==> src/rtl/axi_rr_arbiter_pkg.sv <==
// axi_rr_arbiter_pkg
//   Shared definitions for the two-master AXI4-Lite round-robin arbiter:
//   arbiter state encoding, default bus widths, AXI response codes and the
//   grant identifier used by the last_grant register.
package axi_rr_arbiter_pkg;

  // IDLE: no transaction; RD0/RD1: read owned by m0/m1; WR: write owned by m1.
  typedef enum logic [1:0] {
    IDLE = 2'd0,
    RD0  = 2'd1,
    RD1  = 2'd2,
    WR   = 2'd3
  } arb_state_t;

  localparam int unsigned AXI_ADDR_W = 32;
  localparam int unsigned AXI_DATA_W = 64;
  localparam int unsigned AXI_RESP_W = 2;

  localparam logic [1:0] RESP_OKAY   = 2'b00;
  localparam logic [1:0] RESP_SLVERR = 2'b10;

  // Value of last_grant when m1 was the most recent winner.
  localparam logic GNT_M1 = 1'b1;

endpackage

==> src/rtl/axi_rr_arbiter_rr_arb2.sv <==
// rr_arb2
//   Two-requester round-robin grant logic, purely combinational.
//   Ports:
//     req0, req1  : request lines of requester 0 / 1
//     last_grant  : requester that won the previous arbitration (1 = req1)
//     gnt0, gnt1  : one-hot (or zero) grant
module rr_arb2
  import axi_rr_arbiter_pkg::*;
(
  input  logic req0,
  input  logic req1,
  input  logic last_grant,
  output logic gnt0,
  output logic gnt1
);

  logic m1_was_last;

  assign m1_was_last = (last_grant == GNT_M1);

  // A lone requester always wins; on a tie the one that did not win last
  // time takes the grant.
  assign gnt0 = req0 & (~req1 | m1_was_last);
  assign gnt1 = req1 & (~req0 | ~m1_was_last);

endmodule

==> src/rtl/axi_rr_arbiter.sv <==
// axi_rr_arbiter
//   Two-master to one-slave AXI4-Lite arbiter. m0 (IFU) issues reads only,
//   m1 (LSU) issues reads and writes. One transaction is outstanding at a
//   time and masters are served round-robin. Data/response fields pass
//   through; only valid/ready are gated by the current grant.
//   Ports:
//     clk, rst              : clock, synchronous active-high reset
//     m0_ar*/m0_r*          : master 0 read address / read data channels
//     m1_ar*/m1_r*          : master 1 read address / read data channels
//     m1_aw*/m1_w*/m1_b*    : master 1 write address / data / response
//     s_ar*/s_r*/s_aw*/s_w*/s_b* : slave-side AXI4-Lite channels
module axi_rr_arbiter
  import axi_rr_arbiter_pkg::*;
#(
  parameter int unsigned ADDR_W = AXI_ADDR_W,
  parameter int unsigned DATA_W = AXI_DATA_W,
  parameter int unsigned STRB_W = DATA_W / 8,
  parameter int unsigned RESP_W = AXI_RESP_W
) (
  input  logic              clk,
  input  logic              rst,
  // m0 AR / R
  input  logic [ADDR_W-1:0] m0_araddr,
  input  logic              m0_arvalid,
  output logic              m0_arready,
  output logic [DATA_W-1:0] m0_rdata,
  output logic [RESP_W-1:0] m0_rresp,
  output logic              m0_rvalid,
  input  logic              m0_rready,
  // m1 AR / R
  input  logic [ADDR_W-1:0] m1_araddr,
  input  logic              m1_arvalid,
  output logic              m1_arready,
  output logic [DATA_W-1:0] m1_rdata,
  output logic [RESP_W-1:0] m1_rresp,
  output logic              m1_rvalid,
  input  logic              m1_rready,
  // m1 AW / W / B
  input  logic [ADDR_W-1:0] m1_awaddr,
  input  logic              m1_awvalid,
  output logic              m1_awready,
  input  logic [DATA_W-1:0] m1_wdata,
  input  logic [STRB_W-1:0] m1_wstrb,
  input  logic              m1_wvalid,
  output logic              m1_wready,
  output logic [RESP_W-1:0] m1_bresp,
  output logic              m1_bvalid,
  input  logic              m1_bready,
  // slave AR / R
  output logic [ADDR_W-1:0] s_araddr,
  output logic              s_arvalid,
  input  logic              s_arready,
  input  logic [DATA_W-1:0] s_rdata,
  input  logic [RESP_W-1:0] s_rresp,
  input  logic              s_rvalid,
  output logic              s_rready,
  // slave AW / W / B
  output logic [ADDR_W-1:0] s_awaddr,
  output logic              s_awvalid,
  input  logic              s_awready,
  output logic [DATA_W-1:0] s_wdata,
  output logic [STRB_W-1:0] s_wstrb,
  output logic              s_wvalid,
  input  logic              s_wready,
  input  logic [RESP_W-1:0] s_bresp,
  input  logic              s_bvalid,
  output logic              s_bready
);

  arb_state_t state_q, state_d;
  logic       ar_done_q, aw_done_q, w_done_q;
  logic       last_grant_q;

  logic req0, req1, m1_wr_req;
  logic gnt0, gnt1;
  logic ar_hs, r_hs, aw_hs, w_hs, b_hs;
  logic wr_resp_phase;

  assign req0      = m0_arvalid;
  assign m1_wr_req = m1_awvalid | m1_wvalid;
  assign req1      = m1_wr_req | m1_arvalid;

  rr_arb2 u_rr_arb2 (
    .req0       (req0),
    .req1       (req1),
    .last_grant (last_grant_q),
    .gnt0       (gnt0),
    .gnt1       (gnt1)
  );

  // Handshakes are observed on the slave side, where the gated valid/ready
  // pair already reflects the grant and the per-transaction flags.
  assign ar_hs = s_arvalid & s_arready;
  assign r_hs  = s_rvalid  & s_rready;
  assign aw_hs = s_awvalid & s_awready;
  assign w_hs  = s_wvalid  & s_wready;
  assign b_hs  = s_bvalid  & s_bready;

  assign wr_resp_phase = aw_done_q & w_done_q;

  // State register, grant history and per-transaction flags.
  always_ff @(posedge clk) begin
    if (rst) begin
      state_q      <= IDLE;
      last_grant_q <= GNT_M1;
    end else begin
      state_q <= state_d;
      if (state_q == IDLE && (gnt0 | gnt1)) begin
        last_grant_q <= gnt1;
      end
    end
  end

  // Flags start clean in every state, so they are cleared on any transition.
  always_ff @(posedge clk) begin
    if (rst || (state_d != state_q)) begin
      ar_done_q <= 1'b0;
      aw_done_q <= 1'b0;
      w_done_q  <= 1'b0;
    end else begin
      if (ar_hs) ar_done_q <= 1'b1;
      if (aw_hs) aw_done_q <= 1'b1;
      if (w_hs)  w_done_q  <= 1'b1;
    end
  end

  // Next-state logic.
  always_comb begin
    state_d = state_q;
    case (state_q)
      IDLE: begin
        if (gnt0) begin
          state_d = RD0;
        end else if (gnt1) begin
          state_d = m1_wr_req ? WR : RD1;
        end
      end
      RD0, RD1: begin
        if (r_hs) state_d = IDLE;
      end
      WR: begin
        if (b_hs) state_d = IDLE;
      end
      default: state_d = IDLE;
    endcase
  end

  // Output decode. Everything defaults to zero, which covers IDLE, the
  // non-granted master and the reset cycles.
  always_comb begin
    m0_arready = 1'b0;
    m0_rdata   = '0;
    m0_rresp   = '0;
    m0_rvalid  = 1'b0;
    m1_arready = 1'b0;
    m1_rdata   = '0;
    m1_rresp   = '0;
    m1_rvalid  = 1'b0;
    m1_awready = 1'b0;
    m1_wready  = 1'b0;
    m1_bresp   = '0;
    m1_bvalid  = 1'b0;
    s_araddr   = '0;
    s_arvalid  = 1'b0;
    s_rready   = 1'b0;
    s_awaddr   = '0;
    s_awvalid  = 1'b0;
    s_wdata    = '0;
    s_wstrb    = '0;
    s_wvalid   = 1'b0;
    s_bready   = 1'b0;
    if (!rst) begin
      case (state_q)
        RD0: begin
          s_araddr   = m0_araddr;
          s_arvalid  = m0_arvalid & ~ar_done_q;
          m0_arready = s_arready  & ~ar_done_q;
          s_rready   = m0_rready  & ar_done_q;
          m0_rvalid  = s_rvalid   & ar_done_q;
          m0_rdata   = s_rdata;
          m0_rresp   = s_rresp;
        end
        RD1: begin
          s_araddr   = m1_araddr;
          s_arvalid  = m1_arvalid & ~ar_done_q;
          m1_arready = s_arready  & ~ar_done_q;
          s_rready   = m1_rready  & ar_done_q;
          m1_rvalid  = s_rvalid   & ar_done_q;
          m1_rdata   = s_rdata;
          m1_rresp   = s_rresp;
        end
        WR: begin
          // AW and W run independently; B opens only after both are done.
          s_awaddr   = m1_awaddr;
          s_awvalid  = m1_awvalid & ~aw_done_q;
          m1_awready = s_awready  & ~aw_done_q;
          s_wdata    = m1_wdata;
          s_wstrb    = m1_wstrb;
          s_wvalid   = m1_wvalid  & ~w_done_q;
          m1_wready  = s_wready   & ~w_done_q;
          s_bready   = m1_bready  & wr_resp_phase;
          m1_bvalid  = s_bvalid   & wr_resp_phase;
          m1_bresp   = s_bresp;
        end
        default: ;
      endcase
    end
  end

endmodule

==> config.mk <==
export PLATFORM = sky130hd
export DESIGN_NAME = axi_rr_arbiter
export DESIGN_NICKNAME = d
export VERILOG_FILES = /design/src/rtl/axi_rr_arbiter_pkg.sv /design/src/rtl/axi_rr_arbiter_rr_arb2.sv /design/src/rtl/axi_rr_arbiter.sv
export SDC_FILE = /design/constraint.sdc
export NUM_CORES = 1
export LEC_CHECK = 0
export ABC_AREA = 1
export CAP_MARGIN = 15
export CORE_AREA = 2 2 207 209
export DETAILED_ROUTE_END_ITERATION = 10
export DIE_AREA = 0 0 209 211
export GPL_ROUTABILITY_DRIVEN = 1
export HOLD_SLACK_MARGIN = 0.08
export PLACE_DENSITY_LB_ADDON = 0.3
export RECOVER_POWER = 100
export SETUP_SLACK_MARGIN = 0.2
export SLEW_MARGIN = 10
export SYNTH_ARGS = -nofsm -noshare
export SYNTH_HDL_FRONTEND = slang
export SYNTH_SLANG_ARGS = --single-unit
==> constraint.sdc <==
create_clock -name clk -period 1.9 [get_ports clk]
set_input_delay 0.38 -clock clk [delete_from_list [all_inputs] [get_ports clk]]
set_output_delay 0.38 -clock clk [all_outputs]
set_load 0.05 [all_outputs]
; Word-level counts from Yosys, hierarchy flattened
; Cells that the tools add are included.
[classes]
bitwise_logic = 31
muxes = 48
n_reduce_logical = 4
n_eq_ne = 4
[ops]
columns = operator, count
row1 = $mux 64, 6
row2 = $mux 32, 3
row3 = $pmux 32 s2, 1
row4 = $mux 1, 23
row5 = $and 1x1->1, 20
row6 = $mux 2, 10
row7 = $mux 8, 2
row8 = $not 1->1, 6
row9 = $pmux 2 s3, 1
row10 = $or 1x1->1, 5
row11 = $eq 2x2->1 const B, 2
row12 = $pmux 1 s2, 2
row13 = $eq 2x1->1 const B, 1
row14 = $logic_not 2->1, 1
row15 = $ne 2x2->1, 1
row16 = $reduce_or 2->1, 1
row17 = $logic_and 1x1->1, 1
row18 = $logic_or 1x1->1, 1
[totals]
in_bits = 250
out_inout_bits = 282
wordCells = 92
ff_bits = 6

; Depth between registers and ports, before layout
; Gate-level depths: netlist of run 1.
[depth]
ltp_word = 9
depth_mapped = 13
mapped_depth_nobuf = 12

; By module
; Synthesis of run 1 repeated with hierarchy kept, for this count alone.
[unflattened]
hier_cells = 650
hier_area_um2 = 2703.8
[by_module_without_submodules]
columns = module, n_inst, cells_each, area_each_um2
row1 = axi_rr_arbiter, 1, 646, 2676.3
row2 = rr_arb2, 1, 4, 27.5

; Worst setup path after synthesis of run 1
; Ideal clock, no wire load.
[synth_path]
kind = register to output
startpoint = register state_q[1]
endpoint = output m1_awready
slack_ns = -0.534
n_path_buf = 1
path_stages_with_launch = 7
arrival_time_ns = 2.054
cell_sequence = dfxtp_1 ha_1 buf_4 inv_2 nor2_2 inv_2 nor3b_1
[synth_between]
elab_chain_cells = 3
[synth_rtl]
columns = element, line_no
row1 = "start, declared", axi_rr_arbiter.sv:70  ; arb_state_t state_q, state_d;
row2 = "start signal, assigned", axi_rr_arbiter.sv:107  ; state_q <= state_d;
row3 = $eq 2x2->1, axi_rr_arbiter.sv:173  ; case (state_q)
row4 = $mux 1, axi_rr_arbiter.sv:173
row5 = $mux 1, axi_rr_arbiter.sv:172  ; if (!rst) begin
row6 = "end, declared", axi_rr_arbiter.sv:41  ; output logic m1_awready,
; Every way passes these cells.

; Final worst setup path of run 1
[layout_path]
startpoint = register state_q[1]
endpoint = output m0_rdata[1]
[layout_between]
elab_chain_cells = 3
[layout_rtl]
columns = element, line_no
row1 = $eq 2x1->1, axi_rr_arbiter.sv:173
row2 = $mux 64, axi_rr_arbiter.sv:173
row3 = $mux 64, axi_rr_arbiter.sv:172
row4 = "end, declared", axi_rr_arbiter.sv:26  ; output logic [DATA_W-1:0] m0_rdata,
; Every way passes these cells.

==> results.yml, run 1 <==
critical_path:
  path_cells: "inv_2 -> ha_4 -> buf_12 -> nand2_8 -> buf_4 -> buf_16 -> nor2_4 -> buf_12"
  worst_ep_arrival_time_ns: 1.66
  slowest_stage: "dfxtp_4"
  max_stage_delay_ns: 0.36
  required_ns: 1.52
  cp-start-kind: "register"
  cpMostUsedCell: "buf_12"
  crit_family: "buffers and inverters"
  worstSetupPathType: "reg -> out"
  end_kind: "output pin"
  cp_max_fo: 5
  cp_num_buf_inv: 5
floorplanning:
  die_area_mm2: 0.04410
  core_mm2: 0.04176
  start_util: 0.06421
  die_y_um: 211
  die_w_um: 209
  io_pins: 532
  rows: 75
detailed_routing:
  detail-route-antenna-nets: 0
  drc: 0
  drt-initial-drc-count: 149
  drt-pass1-iter-count: 4
  vias: 6283
  wl_per_cell_um: 15.79
  via_per_inst: 3.564
  routed_wl_mm: 27.83
clock_tree:
  clock_sinks: 6
  cts_made_buffers: 3
  root_buffer: "clkbuf_16"
  clkTransAtPathRegs_ns: 0.04
  cts_htree_levels: 1
  clock_latency_ns: 0.23
  cts_tree: "yes"
  cts_buffer_depth: 2
  holdBufCountCts: 0
sta:
  tns_ns: -12.98
  worstMarginPinSlew_ns: 0.4940
  setup_ws_ns: -0.1374
  slew_violations: 0
  hold_viol_final: 0
  final.period_utilization: 1.072
  finalSetupViolCount: 205
  rsz0062_at_grt: "true"
  period_needed_ns: 2.037
  skew_ns: 0.0007540
  relSlewSlack: 0.6707
  max_freq_mhz: 490.8
job:
  cap_viol_max_count: 0
place:
  detailed_place_hpwl_mm: 21.78
  place_congestion: 0.8338
  port_buffers: 531
outcome:
  status: "complete, but fails checks"
  violations: "setup timing"
synthesis:
  ys_ff_latch: 6
  yosys_warnings: 0
  synth_top_area_cell: "nor2_1"
  synth_area_mm2: 0.002681
  yosysSeqAreaShare: 0.04480
  syn_nets: 899
  yosys-top-cells-area: "nor2_1 35%, nand2_1 28%, inv_1 10%, a21oi_1 6.9%, dfxtp_1 4.5%"
  syn_inst: 644
  yosys_most_used_dff: "dfxtp_1"
  async_reset_ff_frac: 0
  synth_top_area_share: 0.3542
  synth_most_common_cell: "nor2_1"
  yosysUniqueCellTypes: 20
  synth_common_cells: "253 x nor2_1, 199 x nand2_1, 74 x inv_1"
  synth_edf_count: 0
  avgSynthCellArea_um2: 4.164
power:
  p_leak_nw: 5.279
  power.density_mw_per_mm2: 347.5
  switching_share: 0.4975
  p_comb_frac: 0.896
  switchingPower_mw: 2.408
  power.share.clock: 0.071
  ir_drop_uv: 343.9
  seqPwrFrac: 0.033
  p_int_mw: 2.433
global_routing:
  grt_pass1_vias: 6809
  grt_pass1_wl_mm: 39.63
  overflow: 0
  grt_max_degree: 28
  antenna_found_initial: 0
  track_usage: 0.1157
final_layout:
  utilization: 0.3337
  fin_nets: 1481
  drive_gt1_frac: 0.5923
  diodes: 0
  syn2layout_area_growth_pct: 419.6
worst_hold_path:
  worstHoldPathType: "in -> reg"
==> registers in the layout (all words and copies together) (netlist names) <==
register      count
w_done_q          1
last_grant_q      1
state_q           2
ar_done_q         1
aw_done_q         1
==> cell usage in the layout (no fill, tap or decap), types with 5 or more instances in the layout <==
| cell | netlist | final |
|---|---|---|
| clkdlybuf4s50_1 | 0 | 247 |
| nor2_4 | 0 | 198 |
| nand2_1 | 199 | 143 |
| buf_12 | 0 | 143 |
| buf_6 | 0 | 116 |
| inv_1 | 74 | 72 |
| buf_8 | 0 | 53 |
| buf_4 | 2 | 43 |
| nor2_2 | 1 | 37 |
| nand2_2 | 1 | 36 |
| a21oi_4 | 0 | 30 |
| nor2_1 | 253 | 19 |
| nand2_4 | 0 | 19 |
| buf_16 | 0 | 13 |
| nand3_1 | 6 | 6 |
| a21oi_1 | 37 | 5 |
| ha_4 | 0 | 5 |
| clkbuf_16 | 0 | 5 |
| bufbuf_16 | 0 | 5 |
==> cells by family after synthesis <==
group / count (synthesis) / synth area share
flops: 6 / 0.04480
simple gates: 467 / 0.6696
buf+inv: 126 / 0.1857
fa+ha+maj: 5 / 0.02333
compound gates: 40 / 0.07653
==> final cells by class <==
type                    count  area (um2)
repair buffers            624        8348
inverters                  77       294.0
fillers                  4204       27830
multi-input cells         514        4414
well taps                 539       674.4
flip-flops and latches      6       127.6
clock buffers               3       75.07
==> worst register-to-register path: stages (launching register included) <==
cell     delay [ns]
dfxtp_4        0.38
inv_2          0.08
ha_4           0.30
nand2_8        0.12
nor2_2         0.14
nand3_1        0.10
nand2_1        0.08
nand2_1        0.06
nand2_1        0.09
nand3_1        0.09
nand3_1        0.23
nor2_1         0.07
==> power groups by stage <==
stage	Clock [mW]	Sequential [mW]	Combinational [mW]
after floorplan	0	0.153	1.92
after global placement	0	0.156	3.46
after detailed placement	0	0.158	3.47
after CTS	0.356	0.157	4.24
after global routing	0.360	0.162	4.53
final	0.345	0.159	4.34
==> metal layers <==
metal	global-route usage	vias to the layer above	part of all wire
met2	0.2291	343	0.55
met1	0.1200	2852	0.35
li1	-	3060	-
met5	0	-	0
met3	0.03048	28	0.078
met4	0.02734	0	0.023
==> per-stage QoR <==
| stage | total power, mW | std cells | setup slack [ns] | cell area, um2 | hold WS [ns] |
|---|---|---|---|---|---|
| 2_1_floorplan | 2.070 | 644 | -0.08648 | 4681 | 0.4808 |
| 3_3_place_gp | 3.618 | 1713 | 0.02076 | 11710 | 0.4968 |
| 3_5_place_dp | 3.633 | 1713 | -0.01808 | 11710 | 0.5043 |
| 4_1_cts | 4.757 | 1759 | -0.1439 | 13440 | 0.5166 |
| 5_1_grt | 5.053 | 1763 | -0.1875 | 13930 | 0.5438 |
| 6_report | 4.841 | 1763 | -0.1374 | 13930 | 0.5153 |
==> worst paths after layout <==
check             cells after the start         start           end  slack, ns
setup / recovery                      8    state_q[1]   m0_rdata[1]      -0.14
hold / removal                        3           rst    state_q[0]       0.52
setup reg to reg                     11    state_q[1]      w_done_q       0.05
hold reg to reg                       1  last_grant_q  last_grant_q       0.52
==> what timing repair did <==
action / 4_1_cts / 5_1_grt
pin swaps: 28 / 16
hold endpoints to repair: 0 / 0
setup buffers: 26 / 1
gates resized for setup: 255 / 120
endpoints found under the setup margin: 285 / 285
gates cloned: 17 / 3
(Power assumes the default switching activity.)
==> inputs of run 2 (changes only) <==
==> constraint.sdc (replaced) <==
create_clock -name clk -period 1.9 [get_ports clk]
set_input_delay 0.38 -clock clk [delete_from_list [all_inputs] [get_ports clk]]
set_output_delay 0.38 -clock clk [all_outputs]
set_load 0.01 [all_outputs]
==> run 2 against run 1 <==
Compared with the run above:
- the flow still finishes with violations (setup timing)
- highest routed layer unchanged
- worst setup slack better by 0.068 ns
- die area unchanged
- clock power up 1%
- register-to-register slack better by 0.05 ns
- clock skew up 0.0021 ns
==> results.yml, run 2 (synthesis gave the netlist of run 1 again) <==
power:
  power.density_mw_per_mm2: 327.3
  seqPwrFrac: 0.051
  ir_drop_uv: 228.6
  switchingPower_mw: 1.271
  p_comb_frac: 0.832
  p_int_mw: 1.721
  power.share.clock: 0.117
  switching_share: 0.4248
  p_leak_nw: 4.621
floorplanning:
  rows: 75
  die_w_um: 209
  start_util: 0.06421
  core_mm2: 0.04176
  die_y_um: 211
  die_area_mm2: 0.04410
  io_pins: 532
sta:
  skew_ns: 0.002867
  hold_viol_final: 0
  setup_ws_ns: -0.06981
  worstMarginPinSlew_ns: 0.3468
  max_freq_mhz: 507.7
  rsz0062_at_grt: "true"
  relSlewSlack: 0.7688
  whs_ns: 0.5190
  tns_ns: -4.361
  finalSetupViolCount: 134
  final.period_utilization: 1.037
  period_needed_ns: 1.970
  slew_violations: 0
global_routing:
  grt_pass1_vias: 6122
  overflow: 0
  antenna_found_initial: 2
  grt_pass1_wl_mm: 37.18
  track_usage: 0.1108
  grt_max_degree: 39
final_layout:
  fin_nets: 1470
  largest_register: "state_q"
  diodes: 0
  final_cell_mix: "246 x clkdlybuf4s50_1, 246 x buf_2, 192 x nor2_1"
  utilization: 0.2189
  drive_gt1_frac: 0.4180
  syn2layout_area_growth_pct: 240.9
  largest_reg_flops: 2
clock_tree:
  cts_buffer_depth: 2
  clock_latency_ns: 0.23
  clock_sinks: 6
  cts_htree_levels: 1
  holdBufCountCts: 0
  clkTransAtPathRegs_ns: 0.04
  cts_tree: "yes"
  cts_made_buffers: 3
  root_buffer: "clkbuf_16"
critical_path:
  worst_ep_arrival_time_ns: 1.59
  required_ns: 1.52
  end_kind: "output pin"
  max_stage_delay_ns: 0.35
  cp-start-kind: "register"
  crit_family: "buffers and inverters"
  worstSetupPathType: "reg -> out"
  slowest_stage: "dfxtp_4"
  cp_num_buf_inv: 5
  rrSetupSlack_ns: 0.10
  path_cells: "inv_4 -> buf_4 -> ha_4 -> nand2_8 -> buf_6 -> buf_16 -> nor2_1 -> buf_2"
  cp_max_fo: 17
job:
  cap_viol_max_count: 0
outcome:
  status: "complete, but fails checks"
  violations: "setup timing"
detailed_routing:
  routed_wl_mm: 28.13
  drt-initial-drc-count: 223
  drc: 0
  drt-pass1-iter-count: 4
  wl_per_cell_um: 16.06
  vias: 6097
  via_per_inst: 3.480
  detail-route-antenna-nets: 0
place:
  place_congestion: 0.8280
  port_buffers: 531
  detailed_place_hpwl_mm: 20.17
worst_hold_path:
  worstHoldPathType: "reg -> reg"
-- run 2: cell count changes in the layout (fill, tap and decap cells not counted), sizes merged --
| cell | previous run | this run |
|---|---|---|
| buf | 368 | 332 |
| clkbuf | 6 | 35 |
| bufbuf | 5 | 1 |
| clkdlybuf4s50 | 247 | 246 |
| dlymetal6s2s | 0 | 1 |
-- run 2: routing by layer --
| layer | track usage | wire length (um) | vias to the layer above |
|---|---|---|---|
| met5 | 0 | 0 | - |
| met4 | 0.02241 | 617 | 0 |
| met3 | 0.03152 | 1974 | 33 |
| met2 | 0.2237 | 15380 | 349 |
| met1 | 0.1117 | 10160 | 2698 |
| li1 | - | - | 3017 |
-- run 2: cell type report --
type / instances / area, um2
Inverter: 77 / 296.5
Clock buffer: 3 / 75.07
Sequential cell: 6 / 125.1
Timing Repair Buffer: 613 / 5308
Fill cell: 4785 / 32620
Tap cell: 539 / 674.4
Multi-Input combinational cell: 514 / 2663
-- run 2: through the flow --
step,cells,setup slack [ns],instance area [um2],power [mW]
after global placement,1708,-0.5827,8940,2.175
after floorplan,644,0.1797,2746,0.8431
after global routing,1752,-0.1665,9141,3.191
after CTS,1732,-0.1868,9279,2.719
final,1752,-0.06981,9141,2.992
after detailed placement,1708,-0.5189,8940,2.169
-- run 2: power by group through the flow --
stage               Sequential (mW)  Clock, mW  Combinational (mW)
floorplan                     0.151          0               0.692
global placement              0.149          0                2.03
detailed placement            0.149          0                2.02
CTS                           0.150      0.361                2.21
global route                  0.156      0.367                2.67
finish                        0.153      0.350                2.49
-- run 2: path summary, 6_finish.rpt --
| kind | from | to | cells past startpoint |
|---|---|---|---|
| setup / recovery | state_q[0] | m1_rdata[15] | 8 |
| hold / removal | last_grant_q | last_grant_q | 1 |
| hold reg to reg | last_grant_q | last_grant_q | 1 |
| setup reg to reg | state_q[0] | w_done_q | 12 |
-- run 2: repair_timing --
item | in CTS | in global routing
endpoints found under the hold margin | 0 | 0
gates cloned | 15 | 12
gates resized for setup | 574 | 731
buffers inserted | 6 | 8
setup endpoints to repair | 287 | 287
pin swaps | 3 | 36
